==> config.mk <==
export PLATFORM = sky130hd
export DESIGN_NAME = iopad_pdd_ctrl
export DESIGN_NICKNAME = d
export VERILOG_FILES = /design/src/rtl/iopad_pkg.sv /design/src/rtl/iopad_in_filt.sv /design/src/rtl/iopad_pdd_ctrl.sv
export SDC_FILE = /design/constraint.sdc
export NUM_CORES = 1
export LEC_CHECK = 0
export ABC_CLOCK_PERIOD_IN_PS = 1900
export BUFFER_PORTS_ARGS = -buffer_cell sky130_fd_sc_hd__buf_2
export CORE_AREA = 8 8 47 49
export DETAILED_ROUTE_END_ITERATION = 10
export DIE_AREA = 0 0 55 57
export GPL_ROUTABILITY_DRIVEN = 0
export PLACE_DENSITY = 0.77
export SETUP_SLACK_MARGIN = 0.3
export SYNTH_ARGS = -nofsm -noshare
export SYNTH_HDL_FRONTEND = slang
export SYNTH_SLANG_ARGS = --single-unit
==> constraint.sdc <==
create_clock -name clk -period 1.9 [get_ports clk]
set_input_delay 0.285 -clock clk [delete_from_list [all_inputs] [get_ports clk]]
set_output_delay 0.285 -clock clk [all_outputs]
set_load 0.02 [all_outputs]
==> src/rtl/iopad_pkg.sv <==
// Shared definitions for the bidirectional pad controller: FSM state encoding
// and default turnaround / filter-width settings.
package iopad_pkg;

  localparam int TURN_CYC_DEF = 2;
  localparam int FILT_W_DEF   = 4;

  typedef enum logic [1:0] {
    ST_IN     = 2'd0,
    ST_TO_OUT = 2'd1,
    ST_OUT    = 2'd2,
    ST_TO_IN  = 2'd3
  } pad_state_t;

endpackage

==> src/rtl/iopad_in_filt.sv <==
// Pad receive path: two-flop synchroniser plus optional glitch filter
// (enabled by IOPAD_PDD_CTRL_FILTER_EN); emits level and edge pulses aligned to it.
module iopad_in_filt #(
  parameter int FILT_W = 4
) (
  input  logic              clk,
  input  logic              rst,
  input  logic              pad_c,
  input  logic [FILT_W-1:0] filt_len,
  output logic              level,
  output logic              rise,
  output logic              fall
);

  logic sync1, sync2;

  always_ff @(posedge clk) begin
    if (rst) begin
      sync1 <= 1'b0;
      sync2 <= 1'b0;
    end else begin
      sync1 <= pad_c;
      sync2 <= sync1;
    end
  end

`ifdef IOPAD_PDD_CTRL_FILTER_EN
  localparam logic [FILT_W-1:0] CNT_ONE = {{(FILT_W-1){1'b0}}, 1'b1};

  logic [FILT_W-1:0] cnt;
  logic              lvl_q, rise_q, fall_q;

  // Accept a new level once it has differed for filt_len+1 consecutive cycles.
  always_ff @(posedge clk) begin
    if (rst) begin
      cnt    <= '0;
      lvl_q  <= 1'b0;
      rise_q <= 1'b0;
      fall_q <= 1'b0;
    end else begin
      rise_q <= 1'b0;
      fall_q <= 1'b0;
      if (sync2 == lvl_q) begin
        cnt <= '0;
      end else if (cnt == filt_len) begin
        lvl_q  <= sync2;
        rise_q <= sync2;
        fall_q <= ~sync2;
        cnt    <= '0;
      end else if (cnt != '1) begin
        cnt <= cnt + CNT_ONE;
      end
    end
  end

  assign level = lvl_q;
  assign rise  = rise_q;
  assign fall  = fall_q;
`else
  logic rise_q, fall_q;
  logic unused_filt_len;

  // Edge pulses register alongside sync2 so they coincide with the level change.
  always_ff @(posedge clk) begin
    if (rst) begin
      rise_q <= 1'b0;
      fall_q <= 1'b0;
    end else begin
      rise_q <= sync1 & ~sync2;
      fall_q <= ~sync1 & sync2;
    end
  end

  assign unused_filt_len = ^filt_len;
  assign level = sync2;
  assign rise  = rise_q;
  assign fall  = fall_q;
`endif

endmodule

==> src/rtl/iopad_pdd_ctrl.sv <==
// Bidirectional pad controller with bus-turnaround FSM and filtered receive path.
// Glitch filter is built only when IOPAD_PDD_CTRL_FILTER_EN is defined.
module iopad_pdd_ctrl
  import iopad_pkg::*;
#(
  parameter int TURN_CYC = TURN_CYC_DEF,
  parameter int FILT_W   = FILT_W_DEF
) (
  input  logic              clk,
  input  logic              rst,
  input  logic              dir_req,
  input  logic              out_data,
  input  logic              pull_en,
  input  logic [FILT_W-1:0] filt_len,
  input  logic              pad_c,
  output logic              pad_i,
  output logic              pad_oen,
  output logic              pad_ren,
  output logic              in_data,
  output logic              in_rise,
  output logic              in_fall,
  output logic              dir_cur,
  output logic              busy
);

  localparam logic [3:0] TURN_LAST = 4'(TURN_CYC - 1);
  localparam logic [3:0] TCNT_ONE  = 4'd1;

  pad_state_t state_q, state_d;
  logic [3:0] tcnt_q, tcnt_d;
  logic       rise_raw, fall_raw;

  iopad_in_filt #(
    .FILT_W (FILT_W)
  ) u_in_filt (
    .clk      (clk),
    .rst      (rst),
    .pad_c    (pad_c),
    .filt_len (filt_len),
    .level    (in_data),
    .rise     (rise_raw),
    .fall     (fall_raw)
  );

  always_comb begin
    state_d = state_q;
    tcnt_d  = tcnt_q;
    dir_cur = 1'b0;
    busy    = 1'b0;
    in_rise = 1'b0;
    in_fall = 1'b0;
    case (state_q)
      ST_IN: begin
        tcnt_d  = '0;
        in_rise = rise_raw;
        in_fall = fall_raw;
        if (dir_req) state_d = ST_TO_OUT;
      end
      ST_TO_OUT: begin
        busy = 1'b1;
        // An early withdrawal aborts before the driver is ever enabled.
        if (!dir_req) begin
          state_d = ST_IN;
          tcnt_d  = '0;
        end else if (tcnt_q == TURN_LAST) begin
          state_d = ST_OUT;
          tcnt_d  = '0;
        end else begin
          tcnt_d = tcnt_q + TCNT_ONE;
        end
      end
      ST_OUT: begin
        dir_cur = 1'b1;
        tcnt_d  = '0;
        if (!dir_req) state_d = ST_TO_IN;
      end
      ST_TO_IN: begin
        busy = 1'b1;
        // Receive turnaround always runs to completion.
        if (tcnt_q == TURN_LAST) begin
          tcnt_d  = '0;
          state_d = dir_req ? ST_TO_OUT : ST_IN;
        end else begin
          tcnt_d = tcnt_q + TCNT_ONE;
        end
      end
      default: begin
        state_d = ST_IN;
        tcnt_d  = '0;
      end
    endcase
  end

  always_ff @(posedge clk) begin
    if (rst) begin
      state_q <= ST_IN;
      tcnt_q  <= '0;
      pad_oen <= 1'b1;
      pad_i   <= 1'b0;
      pad_ren <= 1'b0;
    end else begin
      state_q <= state_d;
      tcnt_q  <= tcnt_d;
      pad_oen <= (state_d != ST_OUT);
      pad_ren <= ~pull_en;
      if (state_q == ST_TO_OUT || state_q == ST_OUT) pad_i <= out_data;
    end
  end

endmodule

==> results of run 1 <==
worst max-delay path, cell delays in order, from the launching register on:
cell,delay (ps)
dfxtp_2,330
inv_2,60
ha_4,110
or3b_4,410
a221o_1,320
a31oi_2,170
nand3_1,90
path summary, 6_finish.rpt:
kind | from | depth (start not counted) | to | slack (ps)
worst max register to register | tcnt_q[1]$_SDFF_PP0_ | 6 | pad_oen$_SDFF_PP1_ | 300
worst min register to register | u_in_filt.sync1$_SDFF_PP0_ | 1 | u_in_filt.fall$_SDFF_PP0_ | 430
worst min-delay path | pull_en | 2 | pad_ren$_SDFF_PP0_ | 160
worst max-delay path | tcnt_q[1]$_SDFF_PP0_ | 6 | pad_oen$_SDFF_PP1_ | 300
state kept, by name (all words and copies together), names as in the netlist:
| name | cells |
|---|---|
| tcnt_q | 4 |
| pad_oen | 1 |
| state_q | 2 |
| u_in_filt.fall | 1 |
| pad_ren | 1 |
| u_in_filt.rise | 1 |
| pad_i | 1 |
| u_in_filt.sync1 | 1 |
| u_in_filt.level | 1 |
cells by family after synthesis:
logic type / count (synthesis)
AOI/OAI and AO/OA: 9
DFF: 13
and+or+nand+nor: 28
muxes: 1
adders and majority gates: 7
xor gates and xnor gates: 2
buffers and inverters: 6
what timing repair did:
action,CTS,global route
buffers inserted,3,0
endpoints found under the setup margin,3,7
resized for setup,16,1
pin swaps,3,1
area by class of cell:
| type | instances | area, um^2 | area share, % |
|---|---|---|---|
| sequential | 13 | 268 | 33.5 |
| timing repair buffer | 16 | 87.6 | 11.0 |
| multi-input combinational | 47 | 384 | 48.1 |
| tap | 17 | 21.3 | 2.66 |
| inverter | 3 | 11.3 | 1.41 |
| clock buffer | 4 | 26.3 | 3.29 |
metrics by stage:
stage / utilization, % / area (um^2) / setup WS [ps] / hold WS, ps
2_1_floorplan: - / 624 / 290 / 357
3_3_place_gp: 44.3 / 698 / 218 / 407
3_5_place_dp: 44.3 / 698 / 186 / 410
4_1_cts: 50.5 / 796 / 270 / 150
5_1_grt: 50.6 / 798 / 244 / 151
6_report: 50.6 / 798 / 297 / 162
power groups by stage:
stage | Clock (W) | Sequential, W | Combinational [W]
3_5_place_dp | 0 | 0.000328 | 0.000267
3_3_place_gp | 0 | 0.000327 | 0.000263
6_report | 0.000162 | 0.000332 | 0.000321
5_1_grt | 0.000181 | 0.000337 | 0.000353
4_1_cts | 0.000171 | 0.000331 | 0.000319
2_1_floorplan | 0 | 0.000339 | 0.000195
cell usage in the layout (no fill, tap or decap), types with 3 or more instances in the layout:
master    count
nand2_1       3
buf_4         3
dfxtp_1       9
nor2b_1       3
clkbuf_4      3
dfxtp_2       3
ha_2          3
buf_2        13
nor2_1        7
per-layer routing:
metal	vias up	track usage, %	routed length, um	share of wire [%]
met2	14	11.8	537	45
met4	0	5.15	21	1.8
li1	258	-	-	-
met5	-	0	0	0
met3	4	1.56	59	4.9
met1	233	9.91	582	49
==> results.py, run 1 <==
metrics = {
    "finish": {
        "finalNonFillerCells": 100,
        "n_fill_cell": 154,
        "final_nets": 101,
        "num_antenna_cells": 0,
        "area_growth_pct": 28.1,
        "drive_gt1_share_pct": 43.4,
    },
    "place": {
        "hpwl_um": 853,
        "port_buffers": 13,
        "dp_cells": 93,
    },
    "route": {
        "drtAntennaViolNets": 0,
        "wire_per_inst_um": 12.0,
        "drtIter0Drc": 9,
        "drc": 0,
        "drtPass1Iterations": 4,
        "vias": 509,
        "routed_wl_um": 1200,
        "viasPerCell": 5.09,
    },
    "synth": {
        "synthArstFlopShare_pct": 0,
        "synth_cells": 66,
        "synthMuxAreaShare_pct": 1.61,
        "yosysWarnings": 0,
        "synth_edf_count": 0,
        "synth_fa_ha_area_share_pct": 14.1,
        "ys_types": 28,
        "synth_top_family_by_area": "simple AND/OR/NAND/NOR gates",
        "synthXorXnorAreaFrac_pct": 2.81,
        "yosys-top-cells-area": "dfxtp_1, ha_1, nor2_1",
        "synth_compound_area_share_pct": 11.6,
        "syn_nets": 83,
        "yosys-top-cells-count": "dfxtp_1, ha_1, nor2_1",
        "syn_area_per_cell_um2": 9.44,
        "synth_top_area_share_pct": 41.8,
        "syn_area_um2": 623,
        "synth_area_leader_cell": "dfxtp_1",
        "yosysMostFrequentCell": "dfxtp_1",
        "yosys.area_share.simple_pct": 24.3,
        "ys.flop_type": "dfxtp_1",
        "ys_seq_elements": 13,
        "ys_seq_area_share_pct": 41.8,
    },
    "floorplanning": {
        "start_util_pct": 39.5,
        "fp.dieW_um": 55,
        "die-area_um2": 3140,
        "rows": 15,
        "coreArea_um2": 1580,
        "pin_count": 18,
        "fp.dieH_um": 57,
    },
    "sta": {
        "min_period_ps": 1600,
        "clock_skew_ps": 0.718,
        "fin_crit_sh_pct": 84.4,
        "slew_headroom_pct": 82.5,
        "rsz0062_at_grt": "true",
        "setup_viol": 0,
        "tns_ps": 0,
        "slew_viol_final": 0,
        "hold_violations": 0,
        "clock.fmax_ghz": 0.624,
        "tightest_slew_ps": 262,
    },
    "power_and_ir_drop": {
        "power_frac_comb_pct": 39.4,
        "switching_share_pct": 34.0,
        "seqPwrFrac_pct": 40.7,
        "p_leak_nw": 0.335,
        "power_w": 0.000815,
        "p_sw_w": 0.000277,
        "clkPwrFrac_pct": 19.9,
        "internal_power_w": 0.000538,
        "ir_drop_v": 0.000561,
        "p_per_area_nw_per_um2": 1020,
    },
    "clock_network": {
        "cts_tree": "built",
        "ctsHoldBuffers": 0,
        "clk_latency_ps": 270,
        "clockRootBuffer": "clkbuf_4",
        "clock_sinks": 13,
        "clock_path_buffers": 2,
        "cts-buffers-inserted": 3,
        "cts_max_level": 1,
        "clkSlewWorstSetupHoldPaths_ps": 70,
    },
    "global_route": {
        "grt_pass1_vias": 485,
        "grt-ovfl-total": 0,
        "grt_max_degree": 10,
        "grt_pass1_wl_um": 1920,
        "grt_usage_pct": 7.97,
        "antenna_found_initial": 0,
    },
    "worst_setup_path": {
        "critPathKind": "reg2reg",
        "crit_path_start_kind": "flop",
        "arrival_ps": 1750,
        "crit_fanout": 6,
        "endpoint_kind": "flop",
        "worstPathRequired_ps": 2050,
    },
    "status": {
        "status": "completed",
    },
    "job": {
        "maxCapViolations": 0,
    },
    "worst_hold_path": {
        "holdCritPathClass": "in2reg",
    },
}
(Power assumes the default switching activity.)
==> inputs of run 2 (changes only) <==
--- a/config.mk
+++ b/config.mk
@@ -5,13 +5,14 @@
 export SDC_FILE = /design/constraint.sdc
 export NUM_CORES = 1
 export LEC_CHECK = 0
-export ABC_CLOCK_PERIOD_IN_PS = 1900
+export ABC_AREA = 1
+export ABC_CLOCK_PERIOD_IN_PS = 1500
 export BUFFER_PORTS_ARGS = -buffer_cell sky130_fd_sc_hd__buf_2
 export CORE_AREA = 8 8 47 49
 export DETAILED_ROUTE_END_ITERATION = 10
 export DIE_AREA = 0 0 55 57
 export GPL_ROUTABILITY_DRIVEN = 0
-export PLACE_DENSITY = 0.77
+export PLACE_DENSITY = 0.76
 export SETUP_SLACK_MARGIN = 0.3
 export SYNTH_ARGS = -nofsm -noshare
 export SYNTH_HDL_FRONTEND = slang
==> constraint.sdc (replaced) <==
create_clock -name clk -period 1.5 [get_ports clk]
set_input_delay 0.225 -clock clk [delete_from_list [all_inputs] [get_ports clk]]
set_output_delay 0.225 -clock clk [all_outputs]
set_load 0.02 [all_outputs]
==> run 2 against run 1 <==
- global-route usage up 1.8 points
- total power shrank 5.4%
- clock power rose by 31%
- sequential share of layout area is 5.0 points lower
- critical path depth fell by 1
- clock skew barely moved
- sequential power up 13%
- register-to-register slack worse by 50 ps
- final area grew 19%
- routed wire length rose by 21%
- first-iteration DRC count is 56% lower
- cell count rose by 21%
- largest power group unchanged
==> results.py, run 2 <==
metrics = {
    "status": {
        "status": "completed",
    },
    "global_route": {
        "antenna_found_initial": 0,
        "grt-ovfl-total": 0,
        "grt_max_degree": 9,
        "grt_pass1_vias": 568,
        "grt_usage_pct": 9.73,
        "grt_pass1_wl_um": 2330,
    },
    "route": {
        "drtAntennaViolNets": 0,
        "wire_per_inst_um": 12.0,
        "drtIter0Drc": 4,
        "drc": 0,
        "viasPerCell": 4.92,
        "routed_wl_um": 1450,
        "drtPass1Iterations": 4,
        "vias": 595,
    },
    "clock_network": {
        "ctsHoldBuffers": 0,
        "clock_sinks": 13,
        "clock_path_buffers": 2,
        "clk_latency_ps": 270,
        "cts_max_level": 1,
        "cts_tree": "built",
        "cts-buffers-inserted": 3,
        "clkSlewWorstSetupHoldPaths_ps": 80,
        "clockRootBuffer": "clkbuf_4",
    },
    "worst_setup_path": {
        "critPathKind": "reg2out",
        "path_buf_inv": 3,
        "max_stage_delay_ps": 390,
        "cp_slowest_cell": "dfxtp_4",
        "arrival_ps": 1110,
        "crit_fanout": 4,
        "cp_top_family": "flip-flops",
        "crit_chain": "inv_6 > ha_4 > nor2_4 > inv_2 > buf_6",
        "endpoint_kind": "output pin",
        "crit_path_start_kind": "flop",
        "worstPathRequired_ps": 1270,
    },
    "finish": {
        "largest_reg_flops": 4,
        "regMostFlops": "tcnt_q",
        "stdcell_area_um2": 947,
        "mostFrequentLayoutCells": "nand2_1, buf_2, dfxtp_1",
        "drive_gt1_share_pct": 51.0,
        "area_growth_pct": 53.5,
        "num_antenna_cells": 0,
        "final_nets": 122,
        "top_regs": "tcnt_q: 4 flops, state_q: 2 flops",
    },
    "synth": {
        "yosys-top-cells-area": "dfxtp_1, ha_1, inv_1",
        "ys_seq_elements": 13,
        "yosysWarnings": 0,
        "synthArstFlopShare_pct": 0,
        "yosysMostFrequentCell": "inv_1",
        "syn_nets": 95,
        "yosys-top-cells-count": "inv_1, dfxtp_1, nand2_1, nor2_1",
        "synth_cells": 78,
        "synth_top_area_share_pct": 42.2,
        "synth_area_leader_cell": "dfxtp_1",
        "ys_seq_area_share_pct": 42.2,
        "ys_types": 17,
        "synth_edf_count": 0,
        "syn_area_per_cell_um2": 7.91,
        "syn_area_um2": 617,
        "ys.flop_type": "dfxtp_1",
    },
    "sta": {
        "tns_ps": 0,
        "rsz0062_at_grt": "true",
        "min_period_ps": 1340,
        "fin_ws_ps": 161,
        "clock_skew_ps": 0.856,
        "clock.fmax_ghz": 0.747,
        "setup_viol": 0,
        "tightest_slew_ps": 167,
        "holdWs_ps": 101,
        "hold_violations": 0,
        "slew_viol_final": 0,
        "slew_headroom_pct": 88.8,
        "fin_crit_sh_pct": 89.3,
    },
    "place": {
        "port_buffers": 13,
        "hpwl_um": 917,
        "pre_cts_ws_ps": 198,
        "dpl_cell_area_um2": 694,
    },
    "power_and_ir_drop": {
        "p_per_area_nw_per_um2": 813,
        "ir_drop_v": 0.000747,
        "power_w": 0.000770,
        "p_leak_nw": 0.449,
    },
    "floorplanning": {
        "die-area_um2": 3140,
        "rows": 15,
        "fp.dieW_um": 55,
        "pin_count": 18,
        "start_util_pct": 39.1,
        "coreArea_um2": 1580,
        "fp.dieH_um": 57,
    },
    "job": {
        "maxCapViolations": 0,
    },
    "worst_hold_path": {
        "holdCritPathClass": "in2reg",
    },
}
==> run 2: cell count changes after synthesis, sizes merged, moves of 3 or more <==
cell   change
inv       +11
nand3      +5
nor2       +3
nor2b      -3
nand2     +12
==> run 2: worst register-to-register path, stage by stage (launching register included) <==
cell and delay (ps):
dfxtp_4 390, inv_6 50, ha_4 160, buf_4 140, inv_2 50, o21ai_1 60
nand3b_1 220, nor2_1 120
==> run 2: worst paths after layout <==
kind,startpoint,to,cells past startpoint,slack (ps)
min reg2reg,u_in_filt.level$_SDFF_PP0_,u_in_filt.rise$_SDFF_PP0_,1,460
max reg2reg,state_q[1]$_SDFF_PP0_,tcnt_q[1]$_SDFF_PP0_,7,250
max,state_q[1]$_SDFF_PP0_,busy,5,160
min,pull_en,pad_ren$_SDFF_PP0_,2,100
==> run 2: cells by family after synthesis <==
group / Yosys count / synth area share [%]
compound gates: 6 / 5.27
xor+xnor: 2 / 2.84
fa+ha+maj: 7 / 14.2
buf+inv: 15 / 10.3
flops: 13 / 42.2
simple gates: 35 / 25.2
==> run 2: routing by layer <==
| metal | global-route usage [%] | wire, um | vias up |
|---|---|---|---|
| li1 | - | - | 297 |
| met2 | 16.9 | 779 | 23 |
| met3 | 5.45 | 107 | 2 |
| met1 | 9.65 | 549 | 273 |
| met4 | 2.06 | 15 | 0 |
| met5 | 0 | 0 | - |
==> run 2: layout make-up <==
cell class | count | area (um^2)
Multi-Input combinational cell | 50 | 389
Sequential cell | 13 | 270
Clock inverter | 1 | 5.00
Timing Repair Buffer | 23 | 176
Clock buffer | 3 | 22.5
Inverter | 14 | 62.6
Tap cell | 17 | 21.3
Fill cell | 142 | 629
==> run 2: where the power goes <==
part / leakage (nW) / switching, W / total (W) / internal (W)
sequential: 0.109 / 0.0000162 / 0.000375 / 0.000359
combinational: 0.323 / 0.0000924 / 0.000183 / 0.0000908
clock: 0.0177 / 0.000113 / 0.000212 / 0.0000987
==> run 2: what timing repair did <==
| action | 4_1_cts | 5_1_grt |
|---|---|---|
| pin swaps | 4 | 6 |
| hold endpoints to repair | 0 | 0 |
| buffers inserted | 8 | 2 |
| resized for setup | 30 | 17 |
| setup endpoints to repair | 9 | 10 |
==> run 2: through the flow <==
stage | util, % | cells
3_5_place_dp | 44.0 | 107
5_1_grt | 60.1 | 121
4_1_cts | 56.0 | 119
6_report | 60.1 | 121
2_1_floorplan | - | 78
3_3_place_gp | 44.0 | 107
